==> src/rtl/sap_control.sv <==
// sap_control: microcoded control sequencer for the 8-bit SAP-style datapath.
// Produces the per-cycle control word, the T0..T4 microstep counter,
// the carry/zero flag register and the halt latch.
// Optional build macro: SAP_EARLY_NEXT_EN. When it is defined, the sequencer
// returns to T0 as soon as the rest of the instruction has no work left.
module sap_control #(
    parameter int unsigned N     = 4,
    parameter int unsigned STEPS = 5
) (
    input  logic          clk,
    input  logic          reset_,
    input  logic          go,
    input  logic [N-1:0]  ir,
    input  logic          alu_carry,
    input  logic          alu_zero,
    output logic [15:0]   ctrl,
    output logic [2:0]    step,
    output logic          flag_c,
    output logic          flag_z,
    output logic          halted
);

    localparam int unsigned CW = 16;

    typedef enum logic [2:0] {
        T0 = 3'd0,
        T1 = 3'd1,
        T2 = 3'd2,
        T3 = 3'd3,
        T4 = 3'd4
    } step_t;

    localparam step_t LAST = step_t'(3'(STEPS - 1));

    // Control words
    localparam logic [CW-1:0] W_FETCH0 = 16'h4004;  // CO|MI
    localparam logic [CW-1:0] W_FETCH1 = 16'h1408;  // RO|II|CE
    localparam logic [CW-1:0] W_IO_MI  = 16'h4800;
    localparam logic [CW-1:0] W_RO_AI  = 16'h1200;
    localparam logic [CW-1:0] W_RO_BI  = 16'h1020;
    localparam logic [CW-1:0] W_ADD    = 16'h0281;  // SO|AI|FI
    localparam logic [CW-1:0] W_SUB    = 16'h02C1;  // SO|SU|AI|FI
    localparam logic [CW-1:0] W_AO_RI  = 16'h2100;
    localparam logic [CW-1:0] W_IO_AI  = 16'h0A00;
    localparam logic [CW-1:0] W_JUMP   = 16'h0802;  // IO|J
    localparam logic [CW-1:0] W_OUT    = 16'h0110;  // AO|OI
    localparam logic [CW-1:0] W_HLT    = 16'h8000;

    // Only a 4-bit opcode field is supported
    if (N != 4) begin : g_bad_n
        $error("sap_control: N must be 4");
    end

    step_t step_q;
    step_t step_succ;
    step_t step_nxt;

    // Microcode ROM: control word for a given step, opcode and flag state
    function automatic logic [CW-1:0] decode(input logic [2:0] s, input logic [3:0] op,
                                             input logic fc, input logic fz);
        logic [CW-1:0] w;
        w = '0;
        case (s)
            3'd0: w = W_FETCH0;
            3'd1: w = W_FETCH1;
            default: begin
                case (op)
                    4'h1: case (s)
                              3'd2:    w = W_IO_MI;
                              3'd3:    w = W_RO_AI;
                              default: w = '0;
                          endcase
                    4'h2, 4'h3: case (s)
                              3'd2:    w = W_IO_MI;
                              3'd3:    w = W_RO_BI;
                              3'd4:    w = (op == 4'h3) ? W_SUB : W_ADD;
                              default: w = '0;
                          endcase
                    4'h4: case (s)
                              3'd2:    w = W_IO_MI;
                              3'd3:    w = W_AO_RI;
                              default: w = '0;
                          endcase
                    4'h5: w = (s == 3'd2) ? W_IO_AI : '0;
                    4'h6: w = (s == 3'd2) ? W_JUMP : '0;
                    4'h7: w = (s == 3'd2 && fc) ? W_JUMP : '0;
                    4'h8: w = (s == 3'd2 && fz) ? W_JUMP : '0;
                    4'hE: w = (s == 3'd2) ? W_OUT : '0;
                    4'hF: w = (s == 3'd2) ? W_HLT : '0;
                    default: w = '0;
                endcase
            end
        endcase
        return w;
    endfunction

    // Control word: halt dominates, go=0 freezes all loads
    always_comb begin
        ctrl = '0;
        if (halted) begin
            ctrl = W_HLT;
        end else if (go) begin
            ctrl = decode(step_q, ir[3:0], flag_c, flag_z);
        end
    end

    // Next microstep, with optional early return to T0
    always_comb begin
        step_succ = step_t'(3'(step_q + 3'd1));
        step_nxt  = (step_q == LAST) ? T0 : step_succ;
`ifdef SAP_EARLY_NEXT_EN
        if (step_q != T0 && decode(step_succ, ir[3:0], flag_c, flag_z) == '0) begin
            step_nxt = T0;
        end
`else
`endif
    end

    // Sequencer state: step counter, flags, halt latch
    always_ff @(posedge clk or negedge reset_) begin
        if (!reset_) begin
            step_q <= T0;
            flag_c <= 1'b0;
            flag_z <= 1'b0;
            halted <= 1'b0;
        end else begin
            if (ctrl[15]) begin
                halted <= 1'b1;
            end
            if (ctrl[0]) begin
                flag_c <= alu_carry;
                flag_z <= alu_zero;
            end
            // Step freezes on the HLT edge and while halted or stalled
            if (go && !ctrl[15]) begin
                step_q <= step_nxt;
            end
        end
    end

    assign step = step_q;

endmodule
==> config.mk <==
export PLATFORM = sky130hd
export DESIGN_NAME = sap_control
export DESIGN_NICKNAME = d
export VERILOG_FILES = /design/src/rtl/sap_control.sv
export SDC_FILE = /design/constraint.sdc
export NUM_CORES = 1
export LEC_CHECK = 0
export BUFFER_PORTS_ARGS = -buffer_cell sky130_fd_sc_hd__clkbuf_2
export CAP_MARGIN = 20
export CORE_UTILIZATION = 36
export DETAILED_ROUTE_END_ITERATION = 8
export MAX_ROUTING_LAYER = met4
export PLACE_DENSITY = 0.66
export SETUP_SLACK_MARGIN = 0.4
export SYNTH_ARGS = -nofsm -noshare
export SYNTH_HDL_FRONTEND = slang
export SYNTH_SLANG_ARGS = --single-unit
==> constraint.sdc <==
create_clock -name clk -period 2 [get_ports clk]
set_clock_uncertainty 0.05 [all_clocks]
set_input_delay 0.1 -clock clk [delete_from_list [all_inputs] [get_ports clk]]
set_output_delay 0.1 -clock clk [all_outputs]
set_load 0.02 [all_outputs]
==> flow_summary_export.csv, run 1 <==
group,metric,value,unit
run_status,status,"finished clean",
die,num_rows,16,
timing,rsz0062_at_grt,"true",
critical_path,slowest_delay,470,ps
pwr,power.density,1180,nW/µm²
min_path,hold_class,"in2reg",
placement,gp_congestion,0.876,
timing,fin_setup_tns,0,ps
layout,layout_common_cells,"21 x buf_4, 14 x clkbuf_2, 9 x nand2_1, 6 x nor2_1",
die,dieArea,2290,µm²
critical_path,path_class,"reg2out",
layout,fin_cells,168,
timing,final-setup-viol-count,0,
routing,drt-initial-drc-count,8,
critical_path,path_buf_inv,1,
die,die_w,47.8,µm
clocking,clockRootBuffer,"clkbuf_4",
timing,worst_slew_pin_slew,430,ps
logic_synthesis,ys.warnings.count,0,
clocking,cts_buffer_depth,2,
timing,final-max-slew-violation-count,0,
routing,topRoutingLayerUsed,"met4",
clocking,clock_latency,250,ps
layout,area_growth,91.4,%
timing,fmax,510,MHz
layout,fillers,151,
critical_path,arrival,1810,ps
logic_synthesis,synth_seq_cells,6,
critical_path,critPathLaunchType,"flip-flop",
critical_path,crit_required,1850,ps
placement,port_buffers,30,
routing,dr_wl_met2,1.22,mm
pwr,ir_drop,0.000986,V
die,floorplan.initialDensity,38.5,%
global_routing,grt_overflow_total,0,
critical_path,cp_slowest_cell,"dfrtp_2",
layout,fin_area,1450,µm²
die,core_area,1960,µm²
layout,drive_above_1_share,68.1,%
critical_path,crit_fanout,6,
clocking,htree_levels,1,
timing,worst_hold_slack,41.4,ps
global_routing,grt_pass1_wl,3.53,mm
logic_synthesis,syn-instance-count,94,
run,cap_violations,0,
critical_path,critical-path-top-delay-family,"flip-flops",
routing,post_drt_via_cell_ratio,5.18,
routing,drc,0,
critical_path,critPathCaptureType,"output pin",
die,io_pins,31,
die,chipHeight,47.8,µm
global_routing,antenna_found_initial,0,
global_routing,grt_pass1_vias,812,
clocking,numCtsBuffers,3,
timing,period_share,98.1,%
layout,final_core_util,73.7,%
global_routing,grt_max_degree,14,
routing,num_vias,870,
routing,drtAntennaViolNets,0,
timing,hold_viol_final,0,
logic_synthesis,synth_area,756,µm²
layout,antenna_cells,0,
layout,final_nets,156,
critical_path,path_cells,"ha_4, or3_4, o21ai_4, o21ai_1, a31o_2, buf_6",
routing,routed_wl,2.38,mm
layout,layout_commonest_cell,"buf_4",
clocking,cts_sinks,6,
routing,drt_first_pass_iters,4,
logic_synthesis,syn_area_per_cell,8.04,µm²
logic_synthesis,synthDistinctLibCells,37,
placement,hpwl,1.59,mm
clocking,cts_tree,"built",
timing,max_slew_margin,71.1,%
routing,met1Wirelength,1.04,mm
placement,dp_cells,144,
clocking,clk_pin_slew,50,ps
placement,placed_area,1020,µm²
logic_synthesis,synth_seq_area_share,19.9,%
timing,fin_crit,1960,ps
global_routing,track_usage,23.2,%
pwr,leakage,0.647,nW
routing,avgRoutedWirePerCell,14.2,µm
logic_synthesis,synthesis.nets,108,
routing,wl_met3,61,µm
==> flip-flops by register name, summed over array words and instances, names as in the netlist <==
signal  flops
halted      1
step        3
flag_z      1
flag_c      1
==> area by class of cell <==
cell class | instances | area, µm² | share of cell area, %
multi-input cells | 75 | 785 | 54.2
flip-flops and latches | 6 | 154 | 10.6
inverters | 6 | 25.0 | 1.73
well taps | 27 | 33.8 | 2.34
clock buffers | 4 | 26.3 | 1.82
repair buffers | 50 | 423 | 29.2
==> where the power goes <==
| part | leakage, nW | switching (mW) | internal (mW) |
|---|---|---|---|
| clock | 0.0150 | 0.0454 | 0.0757 |
| combinational | 0.559 | 0.632 | 0.649 |
| sequential | 0.0729 | 0.117 | 0.185 |
| total | 0.647 | 0.795 | 0.910 |
==> Yosys cell counts <==
| cell type | n | area, µm² |
|---|---|---|
| o211ai_1 | 1 | 7.51 |
| nand2b_1 | 2 | 12.5 |
| nand3_1 | 2 | 10.0 |
| o2111ai_1 | 1 | 8.76 |
| buf_6 | 3 | 33.8 |
| dfrtp_1 | 6 | 150 |
| or4b_1 | 1 | 10.0 |
| nand2_4 | 1 | 11.3 |
| mux2i_1 | 1 | 10.0 |
| buf_4 | 3 | 22.5 |
| and2_1 | 1 | 6.26 |
| nor2b_4 | 1 | 13.8 |
| ha_1 | 5 | 62.6 |
| xnor2_1 | 1 | 8.76 |
| a2111oi_1 | 1 | 10.0 |
| a41oi_1 | 1 | 8.76 |
| o21ai_0 | 4 | 20.0 |
| o31ai_4 | 1 | 21.3 |
| mux2_2 | 4 | 45.0 |
| nor4b_1 | 1 | 8.76 |
| a31o_2 | 2 | 17.5 |
| inv_1 | 6 | 22.5 |
| nor2b_1 | 2 | 12.5 |
| a21oi_1 | 4 | 20.0 |
| nor4_1 | 2 | 12.5 |
| a21o_1 | 2 | 15.0 |
| nor3_1 | 6 | 30.0 |
| or3_1 | 1 | 6.26 |
| o21bai_1 | 1 | 7.51 |
| and3_1 | 3 | 18.8 |
| and4_2 | 1 | 10.0 |
| nand2_1 | 10 | 37.5 |
| nor2_1 | 9 | 33.8 |
| o21a_1 | 1 | 7.51 |
| clkbuf_4 | 1 | 7.51 |
| or2_2 | 1 | 6.26 |
| and2b_2 | 1 | 8.76 |
==> logic make-up (layout without fill, tap and decap cells) <==
group,count (synthesis),after routing,share of synthesized area (%)
DFF,6,6,19.9
and+or+nand+nor,45,45,32.9
xor gates and xnor gates,1,1,1.16
adders and majority gates,5,5,8.28
AOI/OAI and AO/OA,19,19,19.0
buffers and inverters,13,60,11.4
muxes,5,5,7.28
==> per-layer routing <==
metal / track usage [%] / vias up
met5: - / -
met4: 13.3 / 0
met3: 2.26 / 6
met2: 37.3 / 31
met1: 27.9 / 409
li1: - / 424
==> per-stage QoR <==
step | total power [mW] | worst slack (ps)
global route | 1.83 | -20.7
CTS | 1.54 | 17.3
global placement | 1.08 | 253
floorplan | 0.921 | 350
finish | 1.70 | 38.6
detailed placement | 1.10 | 245
==> worst paths after layout <==
kind | start | to | slack (ps) | cells past startpoint
worst max register to register | step[1] | flag_c | 110 | 8
min in group asynchronous | reset_ | halted | 160 | 2
worst min register to register | halted | halted | 500 | 1
worst min-delay path | alu_carry | flag_c | 40 | 2
max in group asynchronous | reset_ | step[2] | 1580 | 2
worst max-delay path | step[1] | ctrl[12] | 40 | 6
==> repair_timing <==
action                                 CTS  global route
setup endpoints to repair               17            20
pin swaps                                7             4
endpoints found under the hold margin    6             0
gates resized for setup                 34            26
hold buffers                             1             0
buffers inserted                        15             4
No activity file was read; power rests on OpenSTA's default activity.
==> run 2: changes to the inputs <==
Settings changed: HOLD_SLACK_MARGIN set to 0.05.
==> run 2 against run 1 <==
Compared with the run above: critical path depth unchanged; flip-flop and latch count unchanged; combinational power about the same; global-route usage increased by 0.56 points; critical path type unchanged; largest power group unchanged.
==> flow_summary_export.csv, run 2 (synthesis gave the netlist of run 1 again) <==
group,metric,value,unit
clocking,htree_levels,1,
routing,avgRoutedWirePerCell,14.2,µm
critical_path,critPathLaunchType,"flip-flop",
critical_path,rr_endpoint,"flag_c",
die,num_rows,16,
global_routing,grt_max_degree,14,
global_routing,grt_pass1_wl,3.61,mm
clocking,clk_pin_slew,50,ps
global_routing,grtUsageMet2,39.2,%
run,cap_violations,0,
min_path,hold_class,"in2reg",
clocking,cts_tree,"built",
critical_path,path_class,"reg2out",
timing,fmax,510,MHz
timing,max_slew_margin,71.1,%
layout,layout_commonest_cell,"buf_4",
pwr,clock_power_share,7.1,%
pwr,ir_drop,0.000985,V
min_path,timing.hold.worst_endpoint,"halted",
routing,routed_wl,2.41,mm
critical_path,r2r_start,"step[1]",
die,floorplan.initialDensity,38.5,%
routing,drt-initial-drc-count,8,
layout,layout_common_cells,"21 x buf_4, 14 x clkbuf_2, 9 x nand2_1, 6 x nor2_1",
layout,drive_above_1_share,67.1,%
global_routing,grt_overflow_total,0,
critical_path,regToRegSetupSlack,110,ps
timing,final-max-slew-violation-count,0,
die,die_w,47.8,µm
routing,drtAntennaViolNets,0,
die,chipHeight,47.8,µm
critical_path,startpoint,"step[1]",
layout,largest_register_ffs,3,
die,core_area,1960,µm²
pwr,total_power,1.71,mW
pwr,combPwrFrac,75.2,%
min_path,min_from,"go",
layout,final_nets,158,
global_routing,track_usage,23.7,%
routing,post_drt_via_cell_ratio,5.12,
timing,worst_slew_pin_slew,430,ps
layout,final_core_util,74.7,%
die,io_pins,31,
placement,gp_congestion,0.876,
placement,port_buffers,30,
global_routing,grt_pass1_vias,833,
clocking,cts_buffer_depth,2,
routing,drc,0,
timing,worst_hold_slack,93.2,ps
critical_path,critPathCaptureType,"output pin",
placement,placed_area,1020,µm²
global_routing,met3_usage,2.26,%
critical_path,arrival,1810,ps
pwr,internal_power,0.912,mW
routing,drt_first_pass_iters,4,
clocking,cts_sinks,6,
clocking,clockRootBuffer,"clkbuf_4",
timing,period_share,98.1,%
global_routing,grt_use_met1,27.9,%
timing,final-setup-viol-count,0,
pwr,leakage,0.655,nW
pwr,power.density,1160,nW/µm²
timing,hold_viol_final,0,
pwr,p_sw,0.794,mW
timing,rsz0062_at_grt,"true",
clocking,numCtsBuffers,3,
critical_path,crit_required,1850,ps
placement,hpwl,1.59,mm
timing,fin_crit,1960,ps
pwr,sw_frac_of_total,46.5,%
timing,fin_setup_tns,0,ps
layout,antenna_cells,0,
run_status,status,"finished clean",
layout,area_growth,94.0,%
global_routing,antenna_found_initial,0,
pwr,p_seq_share,17.7,%
critical_path,crit_fanout,6,
layout,fin_area,1470,µm²
clocking,clock_latency,250,ps
critical_path,reg2reg_depth,8,
die,dieArea,2290,µm²
global_routing,grt_busiest_layer,"met2",
min_path,min_path_cells,2,
routing,num_vias,871,
==> run 2: cell types whose count changed in the layout (fill, tap and decap cells not counted), sizes merged <==
| cell | previous run | this run |
|---|---|---|
| dlygate4sd3 | 1 | 3 |
==> run 2: final cells by class <==
type	count	area [µm²]
Sequential cell	6	154
Inverter	6	25.0
Timing Repair Buffer	52	443
Tap cell	27	33.8
Multi-Input combinational cell	75	785
Clock buffer	4	26.3
Fill cell	146	495
==> run 2: layer usage <==
layer | vias up | share of wire [%]
met4 | 0 | 2.3
met5 | - | 0
met3 | 6 | 3.2
met1 | 405 | 43
met2 | 33 | 52
li1 | 427 | -
==> run 2: worst max-delay path by stage <==
stage | depth (start not counted) | end | slack (ps)
after floorplan | 6 | flag_c | 350
after global placement | 6 | ctrl[12] | 250
after detailed placement | 6 | ctrl[12] | 250
after CTS | 6 | ctrl[12] | 20
after global routing | 6 | ctrl[12] | -20
final | 6 | ctrl[12] | 40
==> run 2: power groups by stage <==
stage               logic (mW)  clock network (mW)  registers (mW)
floorplan                0.601                   0           0.320
CTS                       1.13               0.128           0.290
global route              1.38               0.141           0.311
global placement         0.800                   0           0.284
finish                    1.28               0.121           0.301
detailed placement       0.806                   0           0.292
==> run 2: critical path, stage by stage (launching register included) <==
cell and delay, ps:
dfrtp_2 470, ha_4 200, or3_4 370, o21ai_4 80, o21ai_1 80, a31o_2 240
buf_6 130
==> run 2: what timing repair did <==
action / in CTS / in global routing
endpoints found under the setup margin: 17 / 20
buffers inserted: 15 / 4
pin swaps: 7 / 4
resized for setup: 34 / 26
endpoints found under the hold margin: 8 / 0
gates cloned: 0 / 0
hold buffers: 3 / 0
==> run 2: stage by stage <==
step | std cells | setup slack [ps]
after floorplan | 94 | 350
after global placement | 144 | 253
after detailed placement | 144 | 245
after CTS | 166 | 17.3
after global routing | 170 | -20.7
final | 170 | 38.5
